## config.mk

```make
export PLATFORM = sky130hd
export DESIGN_NAME = pipe_rate_change_ctrl_flat
export DESIGN_NICKNAME = d
export VERILOG_FILES = /design/src/rtl/pipe_rate_change_ctrl_if.sv /design/src/rtl/pipe_rate_change_ctrl.sv /design/src/flat_wrapper.sv
export SDC_FILE = /design/constraint.sdc
export NUM_CORES = 1
export LEC_CHECK = 0
export ABC_AREA = 1
export CAP_MARGIN = 10
export CORE_MARGIN = 4
export CORE_UTILIZATION = 36
export DETAILED_ROUTE_END_ITERATION = 6
export SYNTH_ARGS = -nofsm -noshare
export SYNTH_HDL_FRONTEND = slang
export SYNTH_SLANG_ARGS = --single-unit
export TNS_END_PERCENT = 100
```

## constraint.sdc

```tcl
create_clock -name PCLK -period 1.7 [get_ports PCLK]
set_clock_uncertainty 0.15 [all_clocks]
set_input_delay 0.34 -clock PCLK [delete_from_list [all_inputs] [get_ports PCLK]]
set_output_delay 0.34 -clock PCLK [all_outputs]
set_load 0.01 [all_outputs]
```

## src/rtl/pipe_rate_change_ctrl_if.sv

```systemverilog
// PIPE rate/width change interface: MAC request handshake, PIPE Rate/PCLKRate/
// width outputs, PCLK change handshake, per-lane PhyStatus and status flags.
// Handshake: a request is taken on a rising PCLK edge where rate_req_valid
// and rate_req_ready are both 1; rate_req_ready is 1 only while the
// controller is idle. A valid seen while not ready is dropped, not queued.
interface pipe_rate_change_ctrl_if #(
  parameter int LANESNUMBER = 16
);
  logic                   rate_req_valid;
  logic                   rate_req_ready;
  logic [3:0]             rate_req;
  logic [4:0]             pclkrate_req;
  logic [1:0]             width_req;
  logic [LANESNUMBER-1:0] lane_mask;
  logic [3:0]             Rate;
  logic [4:0]             PCLKRate;
  logic [1:0]             width;
  logic                   PclkChangeOk;
  logic                   PclkChangeAck;
  logic [LANESNUMBER-1:0] PhyStatus;
  logic                   busy;
  logic                   rate_done;
  logic                   rate_error;
  logic [1:0]             state_dbg;

  // Controller side.
  modport slave (
    input  rate_req_valid, rate_req, pclkrate_req, width_req, lane_mask,
    input  PclkChangeOk, PhyStatus,
    output rate_req_ready, Rate, PCLKRate, width, PclkChangeAck,
    output busy, rate_done, rate_error, state_dbg
  );

  // MAC/PHY side (driver of requests and PHY responses).
  modport master (
    output rate_req_valid, rate_req, pclkrate_req, width_req, lane_mask,
    output PclkChangeOk, PhyStatus,
    input  rate_req_ready, Rate, PCLKRate, width, PclkChangeAck,
    input  busy, rate_done, rate_error, state_dbg
  );
endinterface

```

## src/rtl/pipe_rate_change_ctrl.sv

```systemverilog
// PIPE rate/width change controller. Accepts one change request at a time,
// drives Rate/PCLKRate/width, waits for PclkChangeOk, acknowledges, and
// collects PhyStatus from the masked lanes before pulsing rate_done.
// Optional macro PIPE_RATE_TIMEOUT_EN adds a handshake timeout that restores
// the previous settings and pulses rate_error.
module pipe_rate_change_ctrl #(
  parameter int LANESNUMBER    = 16,
  parameter int TIMEOUT_CYCLES = 1024
) (
  input  logic                    PCLK,
  input  logic                    phy_reset,
  pipe_rate_change_ctrl_if.slave  pipe
);

  typedef enum logic [1:0] {
    ST_IDLE    = 2'd0,
    ST_WAIT_OK = 2'd1,
    ST_ACK     = 2'd2,
    ST_DONE    = 2'd3
  } state_t;

  // A timeout shorter than two cycles cannot cover even the best-case handshake.
  if (TIMEOUT_CYCLES < 2) begin : g_bad_timeout
    $error("TIMEOUT_CYCLES must be at least 2");
  end

  state_t                 r_state;
  logic [3:0]             r_rate;
  logic [4:0]             r_pclkrate;
  logic [1:0]             r_width;
  logic                   r_ack;
  logic                   r_busy;
  logic                   r_done;
  logic [LANESNUMBER-1:0] r_mask;
  logic [LANESNUMBER-1:0] r_collect;

  logic [LANESNUMBER-1:0] w_hit;
  logic [LANESNUMBER-1:0] w_set;
  logic                   w_complete;
  logic                   w_same;

  // A PhyStatus pulse in the completing cycle counts toward the set.
  assign w_hit      = pipe.PhyStatus & r_mask;
  assign w_set      = r_collect | w_hit;
  assign w_complete = (w_set == r_mask);
  assign w_same     = (pipe.rate_req == r_rate) && (pipe.pclkrate_req == r_pclkrate) &&
                      (pipe.width_req == r_width);

`ifdef PIPE_RATE_TIMEOUT_EN
  localparam int CNT_W = (TIMEOUT_CYCLES > 2) ? $clog2(TIMEOUT_CYCLES) : 1;

  logic [CNT_W-1:0] r_cnt;
  logic [3:0]       r_sv_rate;
  logic [4:0]       r_sv_pclkrate;
  logic [1:0]       r_sv_width;
  logic             r_error;
  logic             w_expired;

  assign w_expired = (r_cnt == CNT_W'(TIMEOUT_CYCLES - 1));
`endif

  // Request acceptance, PCLK change handshake and PhyStatus collection.
  always_ff @(posedge PCLK) begin
    if (phy_reset) begin
      r_state    <= ST_IDLE;
      r_rate     <= '0;
      r_pclkrate <= '0;
      r_width    <= '0;
      r_ack      <= 1'b0;
      r_busy     <= 1'b0;
      r_done     <= 1'b0;
      r_mask     <= '0;
      r_collect  <= '0;
`ifdef PIPE_RATE_TIMEOUT_EN
      r_cnt         <= '0;
      r_sv_rate     <= '0;
      r_sv_pclkrate <= '0;
      r_sv_width    <= '0;
      r_error       <= 1'b0;
`endif
    end else begin
      r_done <= 1'b0;
`ifdef PIPE_RATE_TIMEOUT_EN
      r_error <= 1'b0;
`endif
      case (r_state)
        ST_IDLE: begin
          if (pipe.rate_req_valid) begin
            r_mask <= pipe.lane_mask;
            r_busy <= 1'b1;
`ifdef PIPE_RATE_TIMEOUT_EN
            r_sv_rate     <= r_rate;
            r_sv_pclkrate <= r_pclkrate;
            r_sv_width    <= r_width;
            r_cnt         <= '0;
`endif
            if (w_same) begin
              // Nothing to change: report completion without a PHY handshake.
              r_state <= ST_DONE;
              r_done  <= 1'b1;
            end else begin
              r_rate     <= pipe.rate_req;
              r_pclkrate <= pipe.pclkrate_req;
              r_width    <= pipe.width_req;
              r_state    <= ST_WAIT_OK;
            end
          end
        end
        ST_WAIT_OK: begin
          if (pipe.PclkChangeOk) begin
            r_state   <= ST_ACK;
            r_ack     <= 1'b1;
            r_collect <= '0;
`ifdef PIPE_RATE_TIMEOUT_EN
            if (!w_expired) r_cnt <= r_cnt + 1'b1;
          end else if (w_expired) begin
            r_rate     <= r_sv_rate;
            r_pclkrate <= r_sv_pclkrate;
            r_width    <= r_sv_width;
            r_error    <= 1'b1;
            r_busy     <= 1'b0;
            r_state    <= ST_IDLE;
          end else begin
            r_cnt <= r_cnt + 1'b1;
`endif
          end
        end
        ST_ACK: begin
          if (w_complete) begin
            r_state   <= ST_DONE;
            r_ack     <= 1'b0;
            r_done    <= 1'b1;
            r_collect <= w_set;
`ifdef PIPE_RATE_TIMEOUT_EN
          end else if (w_expired) begin
            r_rate     <= r_sv_rate;
            r_pclkrate <= r_sv_pclkrate;
            r_width    <= r_sv_width;
            r_ack      <= 1'b0;
            r_error    <= 1'b1;
            r_busy     <= 1'b0;
            r_state    <= ST_IDLE;
`endif
          end else begin
            r_collect <= w_set;
`ifdef PIPE_RATE_TIMEOUT_EN
            r_cnt <= r_cnt + 1'b1;
`endif
          end
        end
        ST_DONE: begin
          r_state <= ST_IDLE;
          r_busy  <= 1'b0;
        end
        default: begin
          r_state <= ST_IDLE;
          r_busy  <= 1'b0;
          r_ack   <= 1'b0;
        end
      endcase
    end
  end

  assign pipe.Rate           = r_rate;
  assign pipe.PCLKRate       = r_pclkrate;
  assign pipe.width          = r_width;
  assign pipe.PclkChangeAck  = r_ack;
  assign pipe.busy           = r_busy;
  assign pipe.rate_req_ready = ~r_busy;
  assign pipe.rate_done      = r_done;
  assign pipe.state_dbg      = r_state;
`ifdef PIPE_RATE_TIMEOUT_EN
  assign pipe.rate_error     = r_error;
`else
  assign pipe.rate_error     = 1'b0;
`endif

endmodule

```

## src/flat_wrapper.sv

```systemverilog
// flat-port wrapper written by rule: the top's interface ports become plain ports
module pipe_rate_change_ctrl_flat 
#(
  parameter int LANESNUMBER    = 16,
  parameter int TIMEOUT_CYCLES = 1024
)
  (PCLK, phy_reset, pipe_rate_req_valid, pipe_rate_req, pipe_pclkrate_req, pipe_width_req, pipe_lane_mask, pipe_PclkChangeOk, pipe_PhyStatus, pipe_rate_req_ready, pipe_Rate, pipe_PCLKRate, pipe_width, pipe_PclkChangeAck, pipe_busy, pipe_rate_done, pipe_rate_error, pipe_state_dbg);
  pipe_rate_change_ctrl_if #(.LANESNUMBER(LANESNUMBER)) pipe_i ();
  input  logic PCLK;
  input  logic phy_reset;
  input wire logic [$bits(pipe_i.rate_req_valid)-1:0] pipe_rate_req_valid;
  input wire logic [$bits(pipe_i.rate_req)-1:0] pipe_rate_req;
  input wire logic [$bits(pipe_i.pclkrate_req)-1:0] pipe_pclkrate_req;
  input wire logic [$bits(pipe_i.width_req)-1:0] pipe_width_req;
  input wire logic [$bits(pipe_i.lane_mask)-1:0] pipe_lane_mask;
  input wire logic [$bits(pipe_i.PclkChangeOk)-1:0] pipe_PclkChangeOk;
  input wire logic [$bits(pipe_i.PhyStatus)-1:0] pipe_PhyStatus;
  output wire logic [$bits(pipe_i.rate_req_ready)-1:0] pipe_rate_req_ready;
  output wire logic [$bits(pipe_i.Rate)-1:0] pipe_Rate;
  output wire logic [$bits(pipe_i.PCLKRate)-1:0] pipe_PCLKRate;
  output wire logic [$bits(pipe_i.width)-1:0] pipe_width;
  output wire logic [$bits(pipe_i.PclkChangeAck)-1:0] pipe_PclkChangeAck;
  output wire logic [$bits(pipe_i.busy)-1:0] pipe_busy;
  output wire logic [$bits(pipe_i.rate_done)-1:0] pipe_rate_done;
  output wire logic [$bits(pipe_i.rate_error)-1:0] pipe_rate_error;
  output wire logic [$bits(pipe_i.state_dbg)-1:0] pipe_state_dbg;
  assign pipe_i.rate_req_valid = pipe_rate_req_valid;
  assign pipe_i.rate_req = pipe_rate_req;
  assign pipe_i.pclkrate_req = pipe_pclkrate_req;
  assign pipe_i.width_req = pipe_width_req;
  assign pipe_i.lane_mask = pipe_lane_mask;
  assign pipe_i.PclkChangeOk = pipe_PclkChangeOk;
  assign pipe_i.PhyStatus = pipe_PhyStatus;
  assign pipe_rate_req_ready = pipe_i.rate_req_ready;
  assign pipe_Rate = pipe_i.Rate;
  assign pipe_PCLKRate = pipe_i.PCLKRate;
  assign pipe_width = pipe_i.width;
  assign pipe_PclkChangeAck = pipe_i.PclkChangeAck;
  assign pipe_busy = pipe_i.busy;
  assign pipe_rate_done = pipe_i.rate_done;
  assign pipe_rate_error = pipe_i.rate_error;
  assign pipe_state_dbg = pipe_i.state_dbg;
  pipe_rate_change_ctrl #(.LANESNUMBER(LANESNUMBER), .TIMEOUT_CYCLES(TIMEOUT_CYCLES)) u_core (.PCLK(PCLK), .phy_reset(phy_reset), .pipe(pipe_i));
endmodule
```

==> results by group, run 1 <==
Drt
  • DRC Markers: 0
  • Routed wire per std cell: 11.7 um
  • Detailed Route Iter0 Violations: 62
  • TritonRoute pass-1 iters: 4
  • Average vias per placed instance: 4.71
  • ANT nets after route: 0
  • Detailed-route via count: 2455
  • WL final: 6.12 mm

Run status
  • Status: finished, final reports clean

Placed design
  • Hpwl dp: 4.40 mm
  • Gp weighted congestion: 0.750
  • Dpl cells: 511
  • I/O Buffers: 63

Setup path
  • CP required: 1210 ps
  • Worst path arrival time: 1160 ps
  • Crit Path Class: register to output port
  • Crit path largest cell delay: 550 ps
  • Largest delay contributor family on the critical path: buffers and inverters
  • Worst-path cell chain: clkdlybuf4s50_1
  • Critical path peak fanout: 1
  • Crit end category: output port
  • CP max stage cell: clkdlybuf4s50_1
  • Startpoint types: register
  • Buffers plus inverters on the worst setup path: 1

STA
  • Worst-margin pin slew: 556 ps
  • Min Tclk post-route: 1650 ps
  • Final setup vio count: 0
  • Max Slew Vio Count: 0
  • Max_slew headroom: 62.9%
  • Fmax: 605 MHz
  • RSZ-0062 raised after global routing: true
  • Period utilisation layout: 97.2%
  • Hold Vio Cnt, Final: 0
  • Hold_ws: 213 ps

Layout
  • Fin cells: 521
  • Fin nets: 495
  • Fraction of layout cells with a size suffix above 1: 14.0%
  • Final design utilization: 54.4%
  • N_diodes: 0
  • Most common cell after layout, fill and taps aside: nand2_1
  • Synth-to-layout area growth: 44.8%
  • Most frequent cells in the layout: nand2_1, inv_1, a21oi_1, dfxtp_1, o21ai_0

Synthesis
  • EDFF count, synth: 0
  • Ys Warns: 0
  • Mapped Avg Cell Area: 6.67 um^2
  • Compound-Gate Fraction of Synth Area: 17.4%
  • Largest family of logic cells by synthesized area: simple AND/OR/NAND/NOR gates
  • Top_reg_cell synth: dfxtp_1
  • Library cells used by synthesis: 26
  • Xor and xnor fraction of the mapped netlist area: 3.25%
  • #FFs+latches synth: 48
  • Post-Synth Adder-Cell Area: 2.06%
  • Post-Synth Simple-Gate Area: 25.8%
  • Mapped Cells: 364
  • Synthesized Nets: 415
  • FFs w/ async S/R, synth: 0%
  • Mapped cell area: 0.00243 mm^2
  • Seq/Total Area, Yosys: 39.6%
  • Post-synthesis mux area share: 0%

Pwr
  • Final total power: 3.86 mW
  • Max rail drop VDD: 0.523 mV
  • Static leakage: 1.68 nW
  • Power Density: 1100 mW/mm^2

Hold path
  • HP Class: input pin to register

Global routing
  • First-pass GRT wire length: 10.7 mm
  • Largest net degree at the start of global routing: 30
  • Initial antenna violation count: 0
  • Total GRT Usage: 15.5%
  • Grt ovf: 0
  • Vias in the first global route: 2447

Clock tree
  • Latest clock arrival within the worst-skew pair: 300 ps
  • Clock transition at path regs: 90 ps
  • Cts hold-fix bufs: 0
  • Num CTS Buffers: 5
  • Clk buf depth: 2
  • Clock root buffer: clkbuf_8
  • H-tree depth: 2
  • Sink Count: 48
  • CTS tree: yes

Floorplan
  • Initial Util: 37.6%
  • Die X: 90.1 um
  • Placeable Area: 0.00646 mm^2
  • I/O pin count: 65
  • Row count: 29
  • DIE HEIGHT: 90.1 um
  • Die ar.: 0.00812 mm^2

Job
  • Max cap viols: 0
## registers in the layout, indices dropped and copies added, names as in the netlist
signal                     flops
u_core.pipe.PclkChangeAck      1
u_core.r_collect              16
u_core.pipe.Rate               4
u_core.pipe.busy               1
u_core.r_mask                 16
u_core.pipe.state_dbg          2
u_core.pipe.PCLKRate           5
u_core.pipe.width              2
u_core.pipe.rate_done          1
## synth_stat cells (all sizes together) (2+ instances only)
cell type  instances  area, um^2
ha                 4        50.1
nand3             31         155
inv               60         225
xnor2              7        61.3
o21ai             35         175
xor2               2        17.5
clkbuf             7        26.3
nor2              15        58.8
nor3               2        26.3
dfxtp             48         961
or2                2        12.5
a21oi             46         230
nand2             96         365
buf                5        33.8
## worst reg2reg max path, cell delays in order, from the launching register on
cell	delay [ps]
dfxtp_4	370
inv_2	90
ha_4	160
inv_1	50
or2_2	280
o21ai_0	90
inv_1	70
nand2_2	80
nand2_1	50
nand2_1	50
nor2_1	50
## what timing repair did
| action | in CTS | in global routing |
|---|---|---|
| endpoints found under the hold margin | 0 | 0 |
| endpoints found under the setup margin | 22 | 33 |
| gates resized for setup | 16 | 54 |
| buffers inserted | 0 | 2 |
| gates cloned | 0 | 1 |
| pin swaps | 0 | 38 |
## area by class of cell
cell class	instances	area, um^2
Multi-Input combinational cell	245	1280
Timing Repair Buffer	84	838
Tap cell	77	96.3
Fill cell	662	2950
Sequential cell	48	966
Clock buffer	7	96.3
Inverter	60	231
## per-layer routing
layer	track usage [%]	vias up	share of wire (%)
li1	-	1305	-
met1	18.2	1100	45
met2	27.4	45	48
met3	5.09	5	5.5
met4	3.44	0	1.1
met5	0	-	0
## logic make-up after synthesis
group / count (synthesis)
buffers and inverters: 72
adders and majority gates: 4
and+or+nand+nor: 147
AOI/OAI and AO/OA: 83
xor gates and xnor gates: 9
other: 1
DFF: 48
## path summary, 6_finish.rpt
check                                  from                        end  slack (ps)  depth (start not counted)
setup / recovery      u_core.pipe.rate_done             pipe_rate_done          50                          1
setup reg to reg   u_core.pipe.state_dbg[1]   u_core.pipe.state_dbg[1]         120                         10
hold reg to reg   u_core.pipe.PclkChangeAck  u_core.pipe.PclkChangeAck         330                          2
hold / removal             pipe_rate_req[3]        u_core.pipe.Rate[3]         210                          3
## power by group
group | internal, mW | switching (mW) | leakage, nW
logic | 0.745 | 0.873 | 1.24
registers | 1.35 | 0.153 | 0.394
clock network | 0.363 | 0.371 | 0.0503
total | 2.46 | 1.40 | 1.68
## stage by stage
| step | setup slack [ps] | instance area, um^2 | TNS [ps] |
|---|---|---|---|
| 4_1_cts | 5.72 | 3330 | 0 |
| 2_1_floorplan | 30.6 | 2430 | 0 |
| 6_report | 47.2 | 3510 | 0 |
| 3_5_place_dp | -344 | 3250 | -5640 |
| 5_1_grt | -27.3 | 3510 | -45.0 |
| 3_3_place_gp | -307 | 3250 | -5920 |
No activity file was read; power rests on OpenSTA's default activity.
==> inputs of run 2 (changes only) <==
CORE_UTILIZATION = 48   (was 36)
PLACE_DENSITY = 0.79   (was default)
==> results by group, run 2 (same netlist as run 1, synthesis figures left out) <==
Layout
  • N_diodes: 0
  • Most common cell after layout, fill and taps aside: nand2_1
  • Fraction of layout cells with a size suffix above 1: 13.7%
  • Synth-to-layout area growth: 42.1%
  • Fin nets: 496
  • Most frequent cells in the layout: nand2_1, inv_1, a21oi_1

Floorplan
  • Initial Util: 50.4%
  • I/O pin count: 65
  • Placeable Area: 0.00482 mm^2
  • Die ar.: 0.00626 mm^2
  • Die X: 79.1 um
  • DIE HEIGHT: 79.1 um
  • Row count: 25

Setup path
  • Startpoint types: register
  • Reg2reg start: u_core.pipe.state_dbg[0]
  • Worst R2R Path Depth: 10
  • Worst reg2reg endpoint: u_core.pipe.state_dbg[1]
  • CP Depth: 1
  • Crit end category: output port
  • Buffers plus inverters on the worst setup path: 1
  • Largest delay contributor family on the critical path: buffers and inverters
  • Reg2Reg Setup Slack: 100 ps
  • Worst path arrival time: 1160 ps
  • CP max stage cell: clkdlybuf4s50_1
  • Crit Path Class: register to output port
  • Worst-path cell chain: clkdlybuf4s50_1
  • Critical path peak fanout: 1
  • CP required: 1210 ps
  • Crit path largest cell delay: 540 ps

Global routing
  • Vias in the first global route: 2310
  • First-pass GRT wire length: 9.87 mm
  • Initial antenna violation count: 0
  • Largest net degree at the start of global routing: 30
  • Grt ovf: 0
  • Total GRT Usage: 19.5%

Placed design
  • Gp weighted congestion: 0.799
  • Place WS: -380 ps
  • Hpwl dp: 4.43 mm
  • I/O Buffers: 63

Drt
  • WL final: 6.15 mm
  • Detailed-route via count: 2510
  • Routed wire per std cell: 12.0 um
  • Detailed Route Iter0 Violations: 154
  • TritonRoute pass-1 iters: 4
  • DRC Markers: 0
  • ANT nets after route: 0
  • Average vias per placed instance: 4.89

STA
  • RSZ-0062 raised after global routing: true
  • Hold_ws: 229 ps
  • Min Tclk post-route: 1650 ps
  • Final setup vio count: 0
  • Max_slew headroom: 64.1%
  • Hold Vio Cnt, Final: 0
  • Fmax: 608 MHz
  • Fin worst setup slack: 54.7 ps
  • Period utilisation layout: 96.8%
  • Max Slew Vio Count: 0
  • Worst-margin pin slew: 538 ps

Hold path
  • HP Start: pipe_width_req[0]
  • HP Class: input pin to register
  • Worst Hold End: u_core.pipe.width[0]
  • Hold Crit Depth: 3

Clock tree
  • Cts hold-fix bufs: 0
  • Num CTS Buffers: 5
  • Clk buf depth: 2
  • CTS tree: yes
  • Sink Count: 48
  • Clock transition at path regs: 90 ps
  • H-tree depth: 2
  • Latest clock arrival within the worst-skew pair: 290 ps
  • Clock root buffer: clkbuf_8

Pwr
  • Power Density: 1090 mW/mm^2
  • Static leakage: 1.60 nW
  • Max rail drop VDD: 0.726 mV

Job
  • Max cap viols: 0

Run status
  • Status: finished, final reports clean
## run 2: changes by cell type in the layout (fill, tap and decap cells not counted), moves of 2 or more
| cell | delta |
|---|---|
| clkdlybuf4s50_1 | +8 |
| dfxtp_2 | +6 |
| nand3_2 | -2 |
| xnor2_2 | +2 |
| nand3_1 | +2 |
| nand2_1 | +3 |
| xnor2_1 | -2 |
| dlymetal6s2s_1 | -12 |
| dlygate4sd2_1 | +4 |
| dfxtp_1 | -5 |
| inv_1 | +2 |
| clkinv_2 | +2 |
| nand2_4 | -2 |
## run 2: what timing repair did
action                     4_1_cts  5_1_grt
setup endpoints to repair       25       29
setup buffers                    1        0
hold endpoints to repair         0        0
gates cloned                     0        1
pin swaps                        4       10
gates resized for setup         20       33
## run 2: stage by stage
step	TNS, ps	cells	total power, mW	util, %	area (um^2)
after global routing	-68.5	513	4.05	71.6	3450
after detailed placement	-5450	503	3.05	67.7	3260
after global placement	-4270	503	3.00	67.7	3260
after CTS	0	512	3.68	69.5	3350
final	0	513	3.76	71.6	3450
after floorplan	0	364	2.36	-	2430
## run 2: final cells by class
type / count / area (um^2)
sequential: 48 / 970
timing repair buffer: 85 / 820
tap: 67 / 83.8
multi-input combinational: 245 / 1250
clock buffer: 6 / 82.6
clock inverter: 2 / 10.0
fill: 424 / 1370
inverter: 60 / 228
## run 2: power breakdown
group	switching (mW)	internal, mW
Sequential	0.150	1.35
Combinational	0.853	0.706
Clock	0.374	0.325
## run 2: worst max path at each step
stage,startpoint,endpoint
2_1_floorplan,u_core.pipe.state_dbg[1],u_core.pipe.PclkChangeAck
3_5_place_dp,pipe_rate_req[0],u_core.pipe.PCLKRate[3]
5_1_grt,pipe_PhyStatus[15],u_core.pipe.state_dbg[1]
3_3_place_gp,pipe_rate_req[0],u_core.pipe.PCLKRate[2]
4_1_cts,u_core.pipe.state_dbg[1],u_core.pipe.state_dbg[1]
6_report,u_core.pipe.rate_done,pipe_rate_done
## run 2: layer usage
metal / part of all wire (%) / track usage, % / vias up
met2: 50 / 33.7 / 61
met3: 5.0 / 3.06 / 8
met5: 0 / 0 / -
li1: - / - / 1310
met1: 43 / 25.2 / 1131
met4: 1.1 / 5.67 / 0
